$ cat src/rtl/dm_arb_pkg.sv
// -----------------------------------------------------------------------------
// dm_arb_pkg
// Shared types and helpers for the data-memory port arbiter:
//   state_t     - sequencer states (IDLE accepting, MERGE finishing a partial write)
//   BE_FULL     - byte-enable pattern for a whole-word write
//   P_CPU/P_LOAD- requester port indices
//   byte_merge  - per-byte select between new write data and old memory data
// -----------------------------------------------------------------------------
package dm_arb_pkg;

    typedef enum logic {
        IDLE  = 1'b0,
        MERGE = 1'b1
    } state_t;

    localparam logic [3:0] BE_FULL = 4'hF;
    localparam int         P_CPU   = 0;
    localparam int         P_LOAD  = 1;

    // Byte i of the result comes from i_new when i_be[i] is set, else from i_old.
    function automatic logic [31:0] byte_merge(input logic [31:0] i_old,
                                               input logic [31:0] i_new,
                                               input logic [3:0]  i_be);
        logic [31:0] w_res;
        for (int b = 0; b < 4; b++) begin
            w_res[8*b +: 8] = i_be[b] ? i_new[8*b +: 8] : i_old[8*b +: 8];
        end
        return w_res;
    endfunction

endpackage

$ cat src/rtl/dm_rr_arb2.sv
// -----------------------------------------------------------------------------
// dm_rr_arb2
// Two-input round-robin grant logic. A lone requester always wins; under
// contention the port named by the pointer wins and the pointer moves to the
// loser, so contending ports alternate.
// Ports:
//   clk, reset - clock, asynchronous active-high reset (pointer -> 0)
//   i_en       - grants allowed this cycle
//   i_req[1:0] - request per port
//   o_gnt[1:0] - one-hot (or zero) combinational grant
// -----------------------------------------------------------------------------
module dm_rr_arb2 (
    input  logic       clk,
    input  logic       reset,
    input  logic       i_en,
    input  logic [1:0] i_req,
    output logic [1:0] o_gnt
);

    logic       r_ptr;
    logic [1:0] w_gnt;

    // NOTE: every signal assigned in always_comb gets a default first so no
    // path leaves it unassigned, which would otherwise infer a latch.
    always_comb begin
        w_gnt = 2'b00;
        if (i_en) begin
            if (i_req == 2'b11) begin
                w_gnt[r_ptr] = 1'b1;
            end else begin
                w_gnt = i_req;
            end
        end
    end

    // NOTE: sequential state uses non-blocking assignments so every flop
    // samples pre-edge values regardless of process ordering.
    always_ff @(posedge clk or posedge reset) begin
        if (reset) begin
            r_ptr <= 1'b0;
        end else if (i_en && (i_req == 2'b11)) begin
            r_ptr <= ~r_ptr;
        end
    end

    assign o_gnt = w_gnt;

endmodule

$ cat src/rtl/dm_port_arbiter.sv
// -----------------------------------------------------------------------------
// dm_port_arbiter
// Arbitrates the CPU load/store port (m0) and the loader port (m1) onto one
// word-organised data memory. One access is granted per cycle; partial
// (byte-enable) writes take an extra MERGE cycle as read-modify-write.
// Responses are registered and appear one cycle after the access completes.
// Ports:
//   clk, reset                - clock, asynchronous active-high reset
//   mX_req/we/addr/wdata/be   - request from port X (held until mX_gnt)
//   mX_gnt                    - combinational accept
//   mX_rvalid/rdata/err       - registered response pulse to port X
//   mem_idx/we/wdata          - word index, write strobe and data to memory
//   mem_rdata                 - combinational read of RAM[mem_idx]
// -----------------------------------------------------------------------------
module dm_port_arbiter
    import dm_arb_pkg::*;
#(
    parameter int DEPTH_WORDS = 3072,
    parameter int IDX_W       = 12
) (
    input  logic             clk,
    input  logic             reset,
    input  logic             m0_req,
    input  logic             m0_we,
    input  logic [31:0]      m0_addr,
    input  logic [31:0]      m0_wdata,
    input  logic [3:0]       m0_be,
    output logic             m0_gnt,
    output logic             m0_rvalid,
    output logic [31:0]      m0_rdata,
    output logic             m0_err,
    input  logic             m1_req,
    input  logic             m1_we,
    input  logic [31:0]      m1_addr,
    input  logic [31:0]      m1_wdata,
    input  logic [3:0]       m1_be,
    output logic             m1_gnt,
    output logic             m1_rvalid,
    output logic [31:0]      m1_rdata,
    output logic             m1_err,
    output logic [IDX_W-1:0] mem_idx,
    output logic             mem_we,
    output logic [31:0]      mem_wdata,
    input  logic [31:0]      mem_rdata
);

    state_t r_state, w_state_nx;

    // Registered response, shared by both ports and steered by r_rvalid.
    logic [1:0]  r_rvalid;
    logic [31:0] r_rdata;
    logic        r_err;

    // Pending partial write captured in the accept cycle.
    logic [IDX_W-1:0] r_idx;
    logic [31:0]      r_wdata;
    logic [31:0]      r_old;
    logic [3:0]       r_be;
    logic             r_win;

    logic [1:0]       w_req, w_gnt;
    logic             w_en, w_win, w_we, w_oob, w_latch;
    logic [29:0]      w_word;
    logic [31:0]      w_wdata;
    logic [3:0]       w_be;
    logic [IDX_W-1:0] w_mem_idx;
    logic             w_mem_we;
    logic [31:0]      w_mem_wdata;
    logic [1:0]       w_rsp_valid;
    logic [31:0]      w_rsp_rdata;
    logic             w_rsp_err;
    logic             w_unused_addr_lsbs;

    assign w_unused_addr_lsbs = ^{m0_addr[1:0], m1_addr[1:0]};

    assign w_req = {m1_req, m0_req};
    // No grants while merging, and none while reset is held.
    assign w_en  = (r_state == IDLE) && !reset;

    dm_rr_arb2 u_rr (
        .clk   (clk),
        .reset (reset),
        .i_en  (w_en),
        .i_req (w_req),
        .o_gnt (w_gnt)
    );

    // Winner's request fields.
    assign w_win   = w_gnt[P_LOAD];
    assign w_we    = w_win ? m1_we         : m0_we;
    assign w_word  = w_win ? m1_addr[31:2] : m0_addr[31:2];
    assign w_wdata = w_win ? m1_wdata      : m0_wdata;
    assign w_be    = w_win ? m1_be         : m0_be;
    assign w_oob   = (w_word >= 30'(DEPTH_WORDS));

    always_comb begin
        w_state_nx  = r_state;
        w_mem_idx   = '0;
        w_mem_we    = 1'b0;
        w_mem_wdata = '0;
        w_rsp_valid = 2'b00;
        w_rsp_rdata = '0;
        w_rsp_err   = 1'b0;
        w_latch     = 1'b0;
        case (r_state)
            IDLE: begin
                if (|w_gnt) begin
                    w_rsp_valid = w_gnt;
                    if (w_oob) begin
                        w_rsp_err = 1'b1;
                    end else begin
                        // Index drives the read port for loads and for the
                        // old-data capture of a partial write.
                        w_mem_idx = w_word[IDX_W-1:0];
                        if (!w_we) begin
                            w_rsp_rdata = mem_rdata;
                        end else if (w_be == BE_FULL) begin
                            w_mem_we    = 1'b1;
                            w_mem_wdata = w_wdata;
                        end else if (w_be != 4'h0) begin
                            // Response deferred until the merged word is written.
                            w_rsp_valid = 2'b00;
                            w_latch     = 1'b1;
                            w_state_nx  = MERGE;
                        end
                    end
                end
            end
            MERGE: begin
                w_mem_idx          = r_idx;
                w_mem_we           = 1'b1;
                w_mem_wdata        = byte_merge(r_old, r_wdata, r_be);
                w_rsp_valid[r_win] = 1'b1;
                w_state_nx         = IDLE;
            end
            default: w_state_nx = IDLE;
        endcase
    end

    always_ff @(posedge clk or posedge reset) begin
        if (reset) begin
            r_state  <= IDLE;
            r_rvalid <= 2'b00;
            r_rdata  <= '0;
            r_err    <= 1'b0;
        end else begin
            r_state  <= w_state_nx;
            r_rvalid <= w_rsp_valid;
            r_rdata  <= w_rsp_rdata;
            r_err    <= w_rsp_err;
        end
    end

    // NOTE: the partial-write holding registers have no reset: they are only
    // read in MERGE, which is reachable solely through a cycle that loads them.
    always_ff @(posedge clk) begin
        if (w_latch) begin
            r_idx   <= w_word[IDX_W-1:0];
            r_wdata <= w_wdata;
            r_old   <= mem_rdata;
            r_be    <= w_be;
            r_win   <= w_win;
        end
    end

    assign m0_gnt    = w_gnt[P_CPU];
    assign m1_gnt    = w_gnt[P_LOAD];
    assign m0_rvalid = r_rvalid[P_CPU];
    assign m1_rvalid = r_rvalid[P_LOAD];
    assign m0_rdata  = r_rvalid[P_CPU]  ? r_rdata : 32'h0;
    assign m1_rdata  = r_rvalid[P_LOAD] ? r_rdata : 32'h0;
    assign m0_err    = r_rvalid[P_CPU]  & r_err;
    assign m1_err    = r_rvalid[P_LOAD] & r_err;

    assign mem_idx   = w_mem_idx;
    assign mem_we    = w_mem_we;
    assign mem_wdata = w_mem_wdata;

endmodule

$ cat config.mk
export PLATFORM = sky130hd
export DESIGN_NAME = dm_port_arbiter
export DESIGN_NICKNAME = d
export VERILOG_FILES = /design/src/rtl/dm_arb_pkg.sv /design/src/rtl/dm_rr_arb2.sv /design/src/rtl/dm_port_arbiter.sv
export SDC_FILE = /design/constraint.sdc
export NUM_CORES = 1
export LEC_CHECK = 0
export ABC_AREA = 1
export CAP_MARGIN = 5
export CORE_UTILIZATION = 38
export DETAILED_ROUTE_END_ITERATION = 16
export PLACE_DENSITY = 0.88
export RECOVER_POWER = 100
export SKIP_LAST_GASP = 1
export SLEW_MARGIN = 30
export SYNTH_ARGS = -nofsm -noshare
export SYNTH_HDL_FRONTEND = slang
export SYNTH_HIERARCHICAL = 1
export SYNTH_SLANG_ARGS = --single-unit
$ cat constraint.sdc
create_clock -name clk -period 5.95 [get_ports clk]
set_clock_uncertainty 0.2 [all_clocks]
set_input_delay 0.595 -clock clk [delete_from_list [all_inputs] [get_ports clk]]
set_output_delay 0.595 -clock clk [all_outputs]
set_load 0.01 [all_outputs]
# Word-level counts from Yosys, hierarchy flattened
# Cells that the tools add are included.
[totals]
inputBits = 174
register_bits = 118
[op_classes]
n_lt_le_gt_ge = 5
reduce_logical = 7
mux = 49
n_eq_ne = 2
bitwise = 4
[op_table]
columns = ["op", "n"]
rows = [
  ["$mux 32", 11],
  ["$pmux 32 s2", 1],
  ["$mux 8", 4],
  ["$ge 30x12->1 const B", 1],
  ["$mux 30", 1],
  ["$mux 12", 2],
  ["$pmux 12 s2", 1],
  ["$mux 1", 16],
  ["$mux 2", 7],
  ["$eq 4x4->1 const B", 1],
  ["$logic_and 1x1->1", 4],
  ["$lt 1x2->1 const B", 2],
  ["$mux 4", 1],
  ["$pmux 1 s2", 2],
  ["$pmux 2 s2", 1],
  ["$reduce_bool 4->1", 1],
  ["$and 1x1->1", 2],
  ["$demux 1 s1", 2],
  ["$eq 2x2->1 const B", 1],
  ["$ge 1x1->1 const B", 2],
  ["$not 1->1", 2],
  ["$reduce_or 2->1", 1],
  ["$logic_not 1->1", 1],
]

# Depth between registers and ports, before layout
[logic_depth]
depth_word = 14
depth_mapped = 18

# Hierarchy
# The synthesis kept the hierarchy.
[by_module_without_submodules]
columns = ["mod", "instances", "area_per_inst_um2", "cells_each"]
rows = [
  ["dm_port_arbiter", 1, 6291.0, 796],
  ["dm_rr_arb2", 1, 68.8, 11],
]

# Least setup slack after synthesis
# OpenSTA, ideal clock, no wires.
[synth_path]
path_kind = "register -> register"
from = "register r_state"
to = "register r_be[0] (enable)"
period_less_slack_ps = 6119
stages_incl_launch_ff = 17
setup_slack_ps = -169
t_arrival_ps = 5413
setup_time_ps = 506
n_path_buf = 5
cell_sequence = "dfrtp_1 clkbuf_1 clkbuf_1 nor2_1 nand2_1 a21oi_1 buf_6 inv_2 buf_6 nor2_2 nand3_1 nand2_1 nand3_2 nor2_8 nand2_2 buf_6 nor3_2"
[synth_via]
elab_chain_len = 11
elab_cells_between_ends = 16
cone_classes = "order compare: 1; eq/ne: 1; mux: 10; bitwise: 1; reduce/logical: 3"
[synth_rtl]
columns = ["element", "line_no", "source"]
rows = [
  ["start: declaration", "dm_port_arbiter.sv:47", "state_t r_state, w_state_nx;"],
  ["start signal: assignment", "dm_port_arbiter.sv:147", "r_state <= w_state_nx;"],
  ["$not 1->1 *", "-", ""],
  ["$logic_and 1x1->1 *", "dm_port_arbiter.sv:78", "assign w_en = (r_state == IDLE) && !reset;"],
  ["net w_en", "dm_port_arbiter.sv:62", "logic w_en, w_win, w_we, w_oob, w_latch;"],
  ["$mux 2 *", "dm_rr_arb2.sv:27", "if (i_en) begin"],
  ["net m1_gnt", "dm_port_arbiter.sv:37", "output logic m1_gnt,"],
  ["branches (longest 6 deep; another with $ge 30x12->1)", "-", ""],
  ["$mux 1 *", "dm_port_arbiter.sv:107", "if (|w_gnt) begin"],
  ["$mux 1 *", "dm_port_arbiter.sv:105", "case (r_state)"],
  ["net w_latch", "dm_port_arbiter.sv:62", ""],
  ["end signal: assignment", "dm_port_arbiter.sv:161", "r_be <= w_be;"],
  ["end: declaration", "dm_port_arbiter.sv:58", "logic [3:0] r_be;"],
]
# Mark *: on every way through the listed nets, which the timed path passes.
# A chain may end at the register's enable or synchronous reset.

# Worst setup path in the final report
[layout_path]
from = "register r_state"
to = "output mem_idx[1]"
[layout_via]
elab_chain_len = 8
elab_cells_between_ends = 9
cone_classes = "order compare: 1; mux: 5; bitwise: 1; reduce/logical: 2"
[layout_rtl]
columns = ["element", "line_no", "source"]
rows = [
  ["$not 1->1 *", "-", ""],
  ["$logic_and 1x1->1 *", "dm_port_arbiter.sv:78", ""],
  ["net w_en", "dm_port_arbiter.sv:62", ""],
  ["$mux 2 *", "dm_rr_arb2.sv:27", ""],
  ["$mux 30", "dm_port_arbiter.sv:91", "assign w_word = w_win ? m1_addr[31:2] : m0_addr[31:2];"],
  ["$ge 30x12->1", "dm_port_arbiter.sv:94", "assign w_oob = (w_word >= 30'(DEPTH_WORDS));"],
  ["$mux 12", "dm_port_arbiter.sv:109", "if (w_oob) begin"],
  ["$mux 12 *", "dm_port_arbiter.sv:107", ""],
  ["$pmux 12 s2 *", "dm_port_arbiter.sv:105", ""],
  ["end: declaration", "dm_port_arbiter.sv:41", "output logic [IDX_W-1:0] mem_idx,"],
]
# The timed path passes the listed nets; every way through them passes the cells marked *.

==> impl_metrics.yaml <==
clocking:
  cts_buffer_depth: 2
  cts_root_buf: "clkbuf_16"
  cts-buffers-inserted: 17
  clk_pin_slew_worst_paths_ns: 0.05
  cts_tree: "done"
  cts_max_level: 4
  cts-resized-gates: 0
  cts_setup_buffers: 0
  clkLatencyLatePin_ns: 0.41
  clkSinkCount: 118
  cts_hold_repair.buffers: 0
die:
  coreArea_mm2: 0.0161
  die-area_mm2: 0.0173
  die_h_um: 131
  rows: 46
  dieWidth_um: 131
  ios: 289
  start_util_pct: 39.5
placed_design:
  place_area_mm2: 0.00928
  place.gp.congestion: 0.790
  place_ws_ns: 1.10
  dp_hpwl_um: 13700
  numPortBuffers: 284
finish:
  fill_cells: 1393
  drive_gt1_share_pct: 5.54
  area_delta_synth_final_pct: 53.6
  fin_area_mm2: 0.00977
  fin_nets: 1244
route:
  dr.pass1.iters: 5
  vias: 6079
  drc: 0
  drt-total-wl_um: 19200
  drtIter0Drc: 294
  ant_nets: 0
  post_drt_wl_per_cell_um: 14.7
  vias_per_cell: 4.67
synth:
  synthCells: 807
  ys_async_sr_fraction_pct: 31.4
  synth_cell_types: 28
  yosys-top-cells-area: "edfxtp_1 (38%), nand2_1 (17%), dfrtp_1 (15%), nor2_1 (6.8%), inv_1 (6.2%)"
  synth_fp_nets: 981
  synth_top_cell_area_share_pct: 38.2
  synth_edf_count: 81
  yosys_warnings: 6
  ys_ff_latch: 118
  synth_most_common_cell: "nand2_1"
  synth_ff_type: "edfxtp_1"
  syn_area_mm2: 0.00636
  synthTopCellsByCount: "nand2_1 (296), nor2_1 (115), inv_1 (105), edfxtp_1 (81), o21ai_0 (46)"
  yosysTopAreaCell: "edfxtp_1"
  seq_area_frac_synth_pct: 52.8
  avgSynthCellArea_um2: 7.88
run:
  maxCapViolCount: 2
sta:
  setup_tns_ns: 0
  finalWorstPathRequiredPeriod_ns: 5.05
  max_slew_margin_pct: -56.1
  tightest_slew_ns: 2.33
  finalSetupViolCount: 0
  rsz0062_at_grt: "false"
  finalHoldViolations: 0
  fin_crit_sh_pct: 84.9
  slew_viol_final: 70
  max_freq_mhz: 198
  finalWorstSetupSlack_ns: 0.898
grt:
  grt_pass1_wl_um: 30200
  overflow: 0
  track_usage_pct: 22.8
  grt_pass1_vias: 6069
  grt_max_degree: 69
  antenna_found_initial: 2
critical_path:
  path_max_fanout: 35
  crit_chain: "nor2_1 -> nand2_1 -> a21oi_1 -> inv_1 -> clkbuf_1 -> or2_2 -> o21ai_0 -> o21ai_1 -> dlygate4sd3_1"
  crit_slowest_cell: "inv_1"
  cp_data_required_time_ns: 5.16
  endpoint_kind: "output pin"
  critPathKind: "reg2out"
  cpLargestDelayFamily: "buffers and inverters"
  startpoint_type: "register"
  path_buf_inv: 3
  worstPathArrival_ns: 4.26
  max_stage_delay_ns: 0.82
  startpoint: "r_state"
  r2r-start: "r_state"
status:
  outcome: "complete, but fails checks"
  violations: "capacitance limit, slew limit"
hold_path:
  hold_path_class: "reg2reg"
  hold_path_startpoint: "r_win"
power_and_ir_drop:
  leakagePower_nw: 4.83
  p_per_area_mw_per_mm2: 226
  peakVddDrop_v: 0.000190
## final cells by class
cell class                 count  area (µm²)  share of cell area, %
clock buffer                  19         443                   4.53
multi-input combinational    535        2230                   22.9
tap                          216         270                   2.77
timing repair buffer         288        2870                   29.3
sequential                   118        3360                   34.4
clock inverter                13         179                   1.83
inverter                     110         415                   4.25
antenna                        2        5.00                 0.0512
## worst register-to-register path: cells and delay by family (launching register included)
kind / cells / cell delay (ns)
simple gates: 10 / 1.63
flops: 1 / 0.72
compound gates: 1 / 0.05
buf+inv: 2 / 1.79
## kinds of logic (layout without fill, tap and decap cells)
| kind of cell | after synthesis | after routing | synth area share [%] |
|---|---|---|---|
| AO/OA/AOI/OAI | 88 | 88 | 8.70 |
| AND/OR/NAND/NOR | 447 | 447 | 28.2 |
| other | 0 | 2 | 0 |
| flip-flops | 118 | 118 | 52.8 |
| buffers and inverters | 154 | 430 | 10.3 |
## path summary, 6_finish.rpt
kind | end | slack [ns] | cells past startpoint
min | r_rvalid[1] | 0.28 | 2
min in group asynchronous | u_rr/r_ptr | 0.32 | 2
max in group asynchronous | r_rdata[20] | 3.70 | 2
min reg2reg | r_rvalid[1] | 0.28 | 2
max reg2reg | r_old[15] | 1.16 | 13
max | mem_idx[1] | 0.90 | 9
## layout by cell type (no fill, tap or decap), types with 2 or more instances in the layout
| master | instances |
|---|---|
| nor2_1 | 116 |
| nor3_1 | 4 |
| dfrtp_1 | 37 |
| inv_1 | 106 |
| clkinv_2 | 5 |
| clkdlybuf4s50_1 | 167 |
| diode_2 | 2 |
| bufinv_16 | 4 |
| nand2_2 | 3 |
| o21ai_1 | 7 |
| o21ai_2 | 5 |
| or2_2 | 11 |
| edfxtp_1 | 81 |
| nand2_1 | 298 |
| o21ai_0 | 74 |
| clkbuf_16 | 17 |
| dlygate4sd3_1 | 117 |
| clkinv_4 | 2 |
| nand3_1 | 7 |
| clkbuf_1 | 3 |
| a21oi_1 | 2 |
| inv_2 | 2 |
| buf_4 | 2 |
## metrics by stage
| stage | std cells | power (mW) | hold slack (ns) | util [%] |
|---|---|---|---|---|
| after CTS | 1299 | 2.24 | 0.188 | 61.4 |
| after global placement | 1267 | 1.16 | 0.252 | 57.6 |
| final | 1301 | 2.21 | 0.280 | 60.6 |
| after global routing | 1301 | 2.29 | 0.302 | 60.6 |
| after floorplan | 807 | 1.01 | 0.124 | - |
| after detailed placement | 1267 | 1.16 | 0.267 | 57.6 |
## where the power goes
part | switching [mW] | internal (mW)
registers | 0.0141 | 0.887
logic | 0.106 | 0.127
clock network | 0.360 | 0.710
total | 0.481 | 1.72
## metal layers
layer | share of wire (%) | track usage (%)
met1 | 40 | 24.8
met2 | 51 | 40.9
met3 | 5.8 | 5.71
met4 | 3.5 | 11.8
met5 | 0 | 0
## registers in the layout, indices dropped and copies added, names as in the netlist
register and count:
r_win 1, r_wdata 32, r_rdata 32, r_old 32
r_be 4, r_idx 12, r_rvalid 2, r_state 1
r_err 1, u_rr/r_ptr 1
Power figures use the tool's default switching activity.
